==> config.mk <==
export PLATFORM = sky130hd
export DESIGN_NAME = tick_sched
export DESIGN_NICKNAME = d
export VERILOG_FILES = /design/src/rtl/tick_sched_pkg.sv /design/src/rtl/rr_pick.sv /design/src/rtl/tick_sched.sv
export SDC_FILE = /design/constraint.sdc
export NUM_CORES = 1
export LEC_CHECK = 0
export ABC_CLOCK_PERIOD_IN_PS = 3700
export BUFFER_PORTS_ARGS = -buffer_cell sky130_fd_sc_hd__buf_2
export CAP_MARGIN = 20
export CORE_UTILIZATION = 53
export CTS_BUF_LIST = sky130_fd_sc_hd__clkbuf_8
export DETAILED_ROUTE_END_ITERATION = 8
export HOLD_SLACK_MARGIN = 0.03
export PLACE_DENSITY_LB_ADDON = 0.2
export SLEW_MARGIN = 20
export SYNTH_ARGS = -nofsm -noshare
export SYNTH_HDL_FRONTEND = slang
export SYNTH_SLANG_ARGS = --single-unit
export TNS_END_PERCENT = 30
==> constraint.sdc <==
create_clock -name clk -period 3.7 [get_ports clk]
set_clock_uncertainty 0.1 [all_clocks]
set_input_delay 0.185 -clock clk [delete_from_list [all_inputs] [get_ports clk]]
set_output_delay 0.185 -clock clk [all_outputs]
set_load 0.005 [all_outputs]
==> src/rtl/tick_sched_pkg.sv <==
// Shared state type, default parameters and burst-length helper for tick_sched.
package tick_sched_pkg;

  localparam int DEF_NREQ    = 4;
  localparam int DEF_BURST_W = 4;
  localparam int DEF_CYC_W   = 32;
  localparam int DEF_MAX_CYC = 10;

  typedef enum logic [1:0] {
    ST_IDLE,
    ST_GRANT,
    ST_DONE
  } state_t;

  // A programmed length of zero still yields a single grant cycle.
  function automatic logic [31:0] clamp_len(input logic [31:0] len);
    return (len == 32'd0) ? 32'd1 : len;
  endfunction

endpackage

==> src/rtl/rr_pick.sv <==
// Combinational round-robin picker: first set request at or above i_ptr, wrapping.
module rr_pick #(
  parameter int NREQ  = 4,
  parameter int IDX_W = $clog2(NREQ)
) (
  input  logic [NREQ-1:0]  i_req,
  input  logic [IDX_W-1:0] i_ptr,
  output logic [NREQ-1:0]  o_onehot,
  output logic [IDX_W-1:0] o_idx,
  output logic             o_valid
);

  logic [IDX_W:0]   w_sum;
  logic [IDX_W-1:0] w_pos;

  always_comb begin
    o_onehot = '0;
    o_idx    = '0;
    o_valid  = 1'b0;
    w_sum    = '0;
    w_pos    = '0;
    for (int i = 0; i < NREQ; i++) begin
      w_sum = {1'b0, i_ptr} + (IDX_W+1)'(i);
      if (w_sum >= (IDX_W+1)'(NREQ)) begin
        w_sum = w_sum - (IDX_W+1)'(NREQ);
      end
      w_pos = w_sum[IDX_W-1:0];
      if (!o_valid && i_req[w_pos]) begin
        o_valid         = 1'b1;
        o_idx           = w_pos;
        o_onehot[w_pos] = 1'b1;
      end
    end
  end

endmodule

==> src/rtl/tick_sched.sv <==
// Cycle-budgeted round-robin burst scheduler sharing one clock-enable slot among NREQ requesters.
// Optional trace/assertion build: define TICK_SCHED_TRACE_EN.
module tick_sched
  import tick_sched_pkg::*;
#(
  parameter int NREQ    = DEF_NREQ,
  parameter int BURST_W = DEF_BURST_W,
  parameter int CYC_W   = DEF_CYC_W,
  parameter int MAX_CYC = DEF_MAX_CYC
) (
  input  logic                     clk,
  input  logic                     rst,
  input  logic [NREQ-1:0]          req,
  input  logic [NREQ*BURST_W-1:0]  burst_len,
  output logic [NREQ-1:0]          gnt,
  output logic                     gnt_first,
  output logic                     gnt_last,
  output logic                     busy,
  output logic [CYC_W-1:0]         cyc,
  output logic                     done
);

  localparam int               IDX_W     = $clog2(NREQ);
  localparam bit               HAS_LIMIT = (MAX_CYC != 0);
  localparam logic [CYC_W-1:0] LIMIT     = CYC_W'(MAX_CYC);
  localparam logic [CYC_W-1:0] LIMIT_M1  = CYC_W'(MAX_CYC - 1);

  state_t             r_state, w_stateNext;
  logic [NREQ-1:0]    r_gnt, w_gntNext;
  logic               r_first, w_firstNext;
  logic               r_last, w_lastNext;
  logic [BURST_W-1:0] r_remain, w_remainNext;
  logic [IDX_W-1:0]   r_ptr, w_ptrNext;
  logic [CYC_W-1:0]   r_cyc;

  logic [NREQ-1:0]    w_pickOnehot;
  logic [IDX_W-1:0]   w_pickIdx;
  logic [IDX_W-1:0]   w_ptrInc;
  logic               w_pickValid;
  logic [BURST_W-1:0] w_lenRaw;
  logic [BURST_W-1:0] w_len;
  logic               w_done;
  logic               w_doneEdge;
  logic               w_start;

  rr_pick #(
    .NREQ  (NREQ),
    .IDX_W (IDX_W)
  ) u_pick (
    .i_req    (req),
    .i_ptr    (r_ptr),
    .o_onehot (w_pickOnehot),
    .o_idx    (w_pickIdx),
    .o_valid  (w_pickValid)
  );

  assign w_lenRaw   = burst_len[w_pickIdx*BURST_W +: BURST_W];
  assign w_len      = BURST_W'(clamp_len(32'(w_lenRaw)));
  assign w_ptrInc   = (w_pickIdx == IDX_W'(NREQ - 1)) ? '0 : w_pickIdx + IDX_W'(1);
  assign w_done     = HAS_LIMIT && (r_cyc == LIMIT);
  assign w_doneEdge = HAS_LIMIT && !w_done && (r_cyc == LIMIT_M1);

  // r_remain counts grant cycles left including the current one.
  always_comb begin
    w_stateNext  = r_state;
    w_gntNext    = '0;
    w_firstNext  = 1'b0;
    w_lastNext   = 1'b0;
    w_remainNext = r_remain;
    w_ptrNext    = r_ptr;
    w_start      = 1'b0;
    case (r_state)
      ST_IDLE: w_start = w_pickValid;
      ST_GRANT: begin
        if (r_remain > BURST_W'(1)) begin
          w_gntNext    = r_gnt;
          w_remainNext = r_remain - BURST_W'(1);
          w_lastNext   = (r_remain == BURST_W'(2));
        end else if (w_pickValid) begin
          w_start = 1'b1;
        end else begin
          w_stateNext  = ST_IDLE;
          w_remainNext = '0;
        end
      end
      default: ;
    endcase
    // Budget exhaustion truncates any burst and overrides a new grant.
    if (w_doneEdge || r_state == ST_DONE) begin
      w_stateNext  = ST_DONE;
      w_gntNext    = '0;
      w_firstNext  = 1'b0;
      w_lastNext   = 1'b0;
      w_remainNext = '0;
      w_start      = 1'b0;
    end else if (w_start) begin
      w_stateNext  = ST_GRANT;
      w_gntNext    = w_pickOnehot;
      w_firstNext  = 1'b1;
      w_lastNext   = (w_len == BURST_W'(1));
      w_remainNext = w_len;
      w_ptrNext    = w_ptrInc;
    end
  end

  always_ff @(posedge clk) begin
    if (rst) begin
      r_state  <= ST_IDLE;
      r_gnt    <= '0;
      r_first  <= 1'b0;
      r_last   <= 1'b0;
      r_remain <= '0;
      r_ptr    <= '0;
      r_cyc    <= '0;
    end else begin
      r_state  <= w_stateNext;
      r_gnt    <= w_gntNext;
      r_first  <= w_firstNext;
      r_last   <= w_lastNext;
      r_remain <= w_remainNext;
      r_ptr    <= w_ptrNext;
      if (!w_done) begin
        r_cyc <= r_cyc + CYC_W'(1);
      end
    end
  end

  assign gnt       = r_gnt;
  assign gnt_first = r_first;
  assign gnt_last  = r_last;
  assign busy      = (r_state == ST_GRANT);
  assign cyc       = r_cyc;
  assign done      = w_done;

`ifdef TICK_SCHED_TRACE_EN
  always @(posedge clk) begin
    if (!rst) begin
      if (w_start) $write("[%0t] grant %0d len %0d\n", $time, w_pickIdx, w_len);
      if (w_doneEdge) $write("*-* All Finished *-*\n");
      assert ($onehot0(gnt)) else $error("gnt is not one-hot-or-zero");
    end
  end
`else
`endif

endmodule
==> results.txt, run 1 <==
- Initial Util: 56.4%
* Port Buf Inserts: 61
- Synth Warn #: 0
- STA puts the critical path data required time at 3.79 ns.
- Across every metal layer, demand over resource in global routing totals 23.6%.
- Total number of vias: 2525
- Ys async rst share: 0%
- Hold/Removal Path Class: input port to register
- Setup TNS after final layout: 0 ns
- Global-route wire length before repair: 10100 um
- Setup violations remaining at the end of the flow were counted as 0.
- The worst setup path is captured at a register.
* First-pass DRT Iterations: 4
- Net count of the mapped netlist: 360
* Maximum clock rate: 0.300 GHz
- CTS-repair resized insts: 0
* Vertical die dimension: 73.6 um
* Clock period minus final worst setup slack: 3.33 ns
* Crit Path Category: register to register
* Highest-count cells in the layout ignoring fill and taps: buf_2 (61), nor2_1 (50), dfxtp_1 (46)
- For the pin with the worst max-slew slack, the measured transition is 0.654 ns.
* Unrepaired setup endpoints after global routing: no
- NumNets Final: 419
- In this run the number of H-tree levels came out at 2.
- In this run the clock root is driven by a clkbuf_8.
- For this run the aggregate overflow at the end of global routing stands at 0.
- Fraction of layout cells with a size suffix above 1: 21.1%
- Number of antenna violations at the first check in global routing: 0
- Total standard cell area after synthesis: 0.00272 mm2
- Clock tree from TritonCTS: built
* Worst-path clk slew: 0.08 ns
- Longest Clk Path Bufs: 2
- The worst path meets setup with 0.369 ns of slack.
- On the final layout, the worst hold slack is 0.220 ns.
- Placed wire-length estimate: 4320 um
- Vias in the first global route: 2257
- Remaining routing DRC violations: 0
- For this design the ratio of total power to cell area is 537 mW/mm2.
- Counting the buffers created by CTS gives 5.
- Overall routed net length: 6020 um
- CTS Hold Bufs: 0
- The number of max-slew violations in the final report was 0.
- At the end of routability-driven placement, the weighted congestion stood at 0.827.
- Maximum vdd ir drop: 324 uV
* Placement row count: 25
- Synthesis produced a netlist whose cell count is 324.
* Number of inserted diodes: 0
- Across the run, the number of max-cap violations was 0.
* Post-CTS Setup Bufs: 0
- Sequential cells were found to cover 33.9% of the synthesized design area.
* Outcome: complete, no violations
- For this block, the initial DRC count from the detailed router was 152.
* Die footprint: 0.00541 mm2
- Period utilization: 90.0%
- Place WS: 0.410 ns
- The die is 73.6 um wide.
- Core Region: 0.00482 mm2
* Routed wire per std cell: 13.3 um
- Arrival time at the worst endpoint: 3.42 ns
- In this run the remaining antenna-violating nets after routing total 0.
- Most common cell after layout, fill and taps aside: buf_2
- Entering global routing, the biggest net connects 38 pins.
* Average instance area after synthesis: 8.38 um2
- Counting every sink on the clock net gives 46.
- The final-report hold violation count was 0.
- Counting distinct cell types in the post-synthesis netlist gives 45.
- Max-Slew Margin vs Limit: 56.4%
- Clock latency at the later pin of the worst-skew pair: 0.30 ns
* Critical path launch point type: register
* Number of synthesized flops with an enable pin: 0
* Detail-routed via count per cell: 5.60
* Static Leakage: 1.34 nW
- Boundary pin count: 62
- Critical Path Fanout Max: 12
* Relative area change from synthesis to final layout: 16.1%
* Most used flip-flop cell after synthesis: dfxtp_1
- Number of synthesized register bits: 46
layout make-up:
cell class                 count  area, um2
inverter                      12       45.0
multi-input combinational    253       1670
clock inverter                 2       12.5
fill                         462       1670
clock buffer                   6       82.6
sequential                    46        921
tap                           67       83.8
timing repair buffer          65        335
registers in the layout, indices dropped and copies added, names as in the netlist:
register	cells
cyc	32
gnt	4
r_remain	4
r_ptr	2
r_state	2
gnt_first	1
gnt_last	1
metrics by stage:
step / util (%) / std cells / power, mW / area (um2)
after floorplan: - / 324 / 1.23 / 2720
after global placement: 63.5 / 443 / 1.35 / 3060
after detailed placement: 63.5 / 443 / 1.38 / 3060
after CTS: 65.4 / 451 / 1.70 / 3150
after global routing: 65.4 / 451 / 1.83 / 3150
final: 65.4 / 451 / 1.69 / 3150
Yosys cell counts, types with 4 or more instances:
cell / instances / share of area (%)
buf_2: 4 / 0.74
ha_1: 14 / 6.5
nand4_1: 7 / 1.6
mux4_2: 5 / 4.1
nand2_1: 22 / 3.0
xnor2_1: 8 / 2.6
or3_1: 5 / 1.2
nand3_1: 16 / 2.9
nor2_1: 50 / 6.9
nor2b_1: 4 / 0.92
nand2b_1: 4 / 0.92
o21ai_1: 7 / 1.3
and4_1: 4 / 1.3
nor4_1: 8 / 1.8
nor3_1: 9 / 1.7
a22oi_1: 5 / 1.4
xor2_1: 20 / 6.5
a221oi_1: 4 / 1.3
inv_1: 11 / 1.5
dfxtp_1: 46 / 34
a21oi_1: 15 / 2.8
mux2i_1: 7 / 2.6
o21ai_0: 12 / 2.2
worst max-delay path: stages (launching register included):
cell     delay [ns]
dfxtp_1        0.52
inv_1          0.19
ha_1           0.52
mux4_2         0.64
nor2b_4        0.19
o31a_1         0.21
buf_4          0.20
mux4_2         0.50
nand2_1        0.08
a21oi_1        0.06
cell families (layout without fill, tap and decap cells):
group / count (synthesis) / in the layout / synth area share, %
flops: 46 / 46 / 33.9
buf+inv: 25 / 85 / 4.75
fa+ha+maj: 14 / 14 / 6.45
xor+xnor: 28 / 28 / 9.03
simple gates: 146 / 146 / 27.4
compound gates: 53 / 53 / 11.8
mux: 12 / 12 / 6.73
where the power goes:
| part | switching (mW) | internal (mW) |
|---|---|---|
| sequential | 0.0473 | 0.548 |
| clock | 0.169 | 0.150 |
| combinational | 0.417 | 0.359 |
| total | 0.633 | 1.06 |
path summary, 6_finish.rpt:
path | start | endpoint | slack, ns | cells past startpoint
max | r_ptr[1] | r_remain[2] | 0.37 | 9
min | burst_len[13] | r_remain[0] | 0.22 | 4
max reg2reg | r_ptr[1] | r_remain[2] | 0.37 | 9
min reg2reg | gnt[3] | gnt[3] | 0.35 | 2
layer usage:
metal	part of all wire [%]	GRT usage (%)	wire (um)
met3	4.2	3.70	251
met4	1.5	7.26	93
met5	0	0	0
met2	46	38.0	2740
met1	49	32.5	2930
Power figures use the tool's default switching activity.
==> run 2: changes to the inputs <==
--- a/config.mk
+++ b/config.mk
@@ -6,11 +6,11 @@
 export NUM_CORES = 1
 export LEC_CHECK = 0
 export ABC_CLOCK_PERIOD_IN_PS = 3700
-export BUFFER_PORTS_ARGS = -buffer_cell sky130_fd_sc_hd__buf_2
 export CAP_MARGIN = 20
-export CORE_UTILIZATION = 53
+export CORE_UTILIZATION = 50
 export CTS_BUF_LIST = sky130_fd_sc_hd__clkbuf_8
 export DETAILED_ROUTE_END_ITERATION = 8
+export DONT_BUFFER_PORTS = 1
 export HOLD_SLACK_MARGIN = 0.03
 export PLACE_DENSITY_LB_ADDON = 0.2
 export SLEW_MARGIN = 20
==> run 2 against run 1 <==
Against the previous run: largest power group unchanged; critical path depth decreased by 1; sequential power increased by 1%; combinational power decreased by 5.4%; first-iteration DRC count increased by 3.3%; register-to-register slack improved by 0.05 ns; worst setup slack improved by 0.054 ns; non-clock buffer count decreased by 60.
==> results.txt, run 2 (synthesized netlist as in run 1, its figures left out) <==
* Final-report setup violation count: 0 (unchanged)
* Total Routing Usage GR: 21.0% (-2.6 points)
- The full die area is 0.00573 mm2 (+5.8%).
* Placement row count: 26 (+4.0%)
- Critical path launch point type: register
- Traced cell by cell, the critical path runs through inv_1 -> ha_1 -> mux4_2 -> nor2b_4 -> o31a_1 -> mux4_2 -> a21oi_1 -> nor3_1.
- Remaining routing DRC violations: 0 (unchanged)
- The number of buffer cells added on primary ports was 0 (-100%).
- The first-pass GRT wire length was 9130 um (-9.6%).
* Final weighted congestion of routability-driven global placement: 0.829 (+0.23%)
- The number of sinks handled by clock tree synthesis was 46 (unchanged).
- Most common cell after layout, fill and taps aside: nor2_1
- The minimum period implied by the final worst setup slack was 3.28 ns (-0.0543 ns).
- The number of placed instances with taps included came to 385 (-13%).
* Fraction of layout cells with a size suffix above 1: 6.17% (-15 points)
- The worst setup path is of the register to register kind.
* Total number of vias: 2302 (-8.8%)
- The total number of nets in the final design came to 359 (-14%).
- The detail-routed net length per standard cell was 14.6 um (+9.5%).
- Initial Util: 52.5% (-3.9 points)
* Horizontal extent of the die: 75.7 um (+2.9%)
- The remaining number of nets flagged by the antenna check after routing was 0 (unchanged).
- Worst reg2reg startpoint: r_ptr[1]
* Maximum clock rate: 0.305 GHz (+1.7%)
- Critical Path Fanout Max: 12 (unchanged)
* PwrDens: 575 mW/mm2 (+7.3%)
- Maximum vdd ir drop: 427 uV (+32%)
* Hold/Removal Path Class: input port to register
- In this run the clock root is driven by a clkbuf_8.
- In this run the worst setup path begins at r_ptr[1].
* Number of flip-flops in the largest register: 32 (unchanged)
- The number of buffers created by CTS was 5 (unchanged).
* Outcome: complete, no violations
* Critical Path Most Common Cell: mux4_2
- Number of inserted diodes: 0 (unchanged)
- Total count of hold-check failures in the final report: 0 (unchanged)
* CP max stage cell: mux4_2
* Clock tree from TritonCTS: built
* CTS-repair resized insts: 0 (unchanged)
- Total of max-cap violations: 0 (unchanged)
- The slew at the pin with the worst max-slew slack is 0.745 ns (+0.0901 ns).
- Fraction of the core area covered by cells at the end of the flow: 55.3% (-10 points)
- The number of antenna violations at the first check in global routing was 0 (unchanged).
* Core Region: 0.00517 mm2 (+7.4%)
* Static Leakage: 1.05 nW (-22%)
* Worst-path clk slew: 0.09 ns (about the same)
- The maximum buffer depth of the clock tree was 2 (unchanged).
- The number of vias per cell is 5.84 (+4.4%).
- The half-perimeter wire length of the detailed placement result came to 4100 um (-5.3%).
- The filler cell count in the final layout is 483 (+4.5%).
- The top cell types in the final layout, fill and taps aside, are nor2_1 (50), dfxtp_1 (46), nand2_1 (22).
- Setup repair after global routing left no endpoint under its margin.
- Max-Slew Margin vs Limit: 50.0% (-6.4 points)
- The delay of the slowest cell on the worst path is 0.65 ns (about the same).
* Setup TNS after final layout: 0 ns (unchanged)
- The residual overflow from global routing came to 0 (unchanged).
- The total routed wirelength is 5760 um (-4.4%).
- Data required time at the worst endpoint: 3.79 ns (about the same)
* Vias in the first global route: 2073 (-8.2%)
- The H-tree level count is 2 (unchanged).
* Boundary pin count: 62 (unchanged)
* Max-slew violation count: 0 (unchanged)
- Kind of end point of the critical path: register
- The data arrival time of the worst path came to 3.37 ns (-0.05 ns).
- Relative area change from synthesis to final layout: 5.39%
- The clock insertion delay at the later pin of the skew report is 0.30 ns (about the same).
- Pin count of the biggest net entering global routing: 37 (-2.6%)
* Period utilization: 88.5% (-1.5 points)
- Startpoint of the tightest hold check path: rst
* Vertical die dimension: 75.7 um (+2.9%)
- The total iterations of the first detailed-routing run is 4 (unchanged).
- Number of cells in the finished layout apart from fillers: 394 (-13%)
* Violation count after the first detailed-routing iteration: 157 (+3.3%)
==> run 2: cell types whose count changed in the layout (fill, tap and decap cells not counted) <==
cell        change
buf_12          +1
clkinvlp_4      -1
clkbuf_8        -1
clkinv_4        +1
buf_2          -61
inv_1           +1
==> run 2: layout make-up <==
cell class              instances  area, um2  share of cell area (%)
multi-input cells             253       1670                    58.4
flip-flops and latches         46        921                    32.2
well taps                      70       87.6                    3.06
repair buffers                  5       50.0                    1.75
clock buffers                   5       68.8                    2.40
clock inverters                 3       17.5                   0.612
inverters                      12       45.0                    1.57
==> run 2: worst paths after layout <==
check	slack, ns	depth (start not counted)	end
setup / recovery	0.42	8	r_remain[3]
hold / removal	0.05	2	cyc[28]
setup reg to reg	0.42	8	r_remain[3]
hold reg to reg	0.37	2	gnt[1]
==> run 2: where the power goes <==
part           leakage [nW]  internal [mW]  total, mW  switching [mW]
Sequential            0.374          0.548      0.602          0.0535
Combinational         0.629          0.338      0.734           0.395
Clock                0.0493          0.131      0.311           0.180
==> run 2: what timing repair did <==
action / 4_1_cts / 5_1_grt
hold buffers: 1 / 0
buffers inserted: 0 / 0
hold endpoints to repair: 36 / 0
==> run 2: worst max-delay path: cells and delay by family (launching register included) <==
family,cells,cell delay (ns)
fa+ha+maj,1,0.53
compound gates,2,0.41
buf+inv,1,0.19
flops,1,0.51
simple gates,2,0.24
mux,2,1.19
==> run 2: metal layers <==
metal	up-vias	global-route usage [%]	share of wire, %
met5	-	0	0
met3	7	5.56	5.5
met1	1077	27.3	48
met4	0	7.00	1.1
met2	67	33.8	45
li1	1151	-	-
==> run 2: through the flow <==
step                area (um2)  total power [mW]  hold slack (ns)  worst slack [ns]
floorplan                 2720              1.23            0.346             0.734
global placement          2760              1.32            0.157             0.587
detailed placement        2760              1.34            0.160             0.438
CTS                       2860              1.65           0.0482             0.422
global route              2860              1.78           0.0450             0.265
finish                    2860              1.65           0.0546             0.424
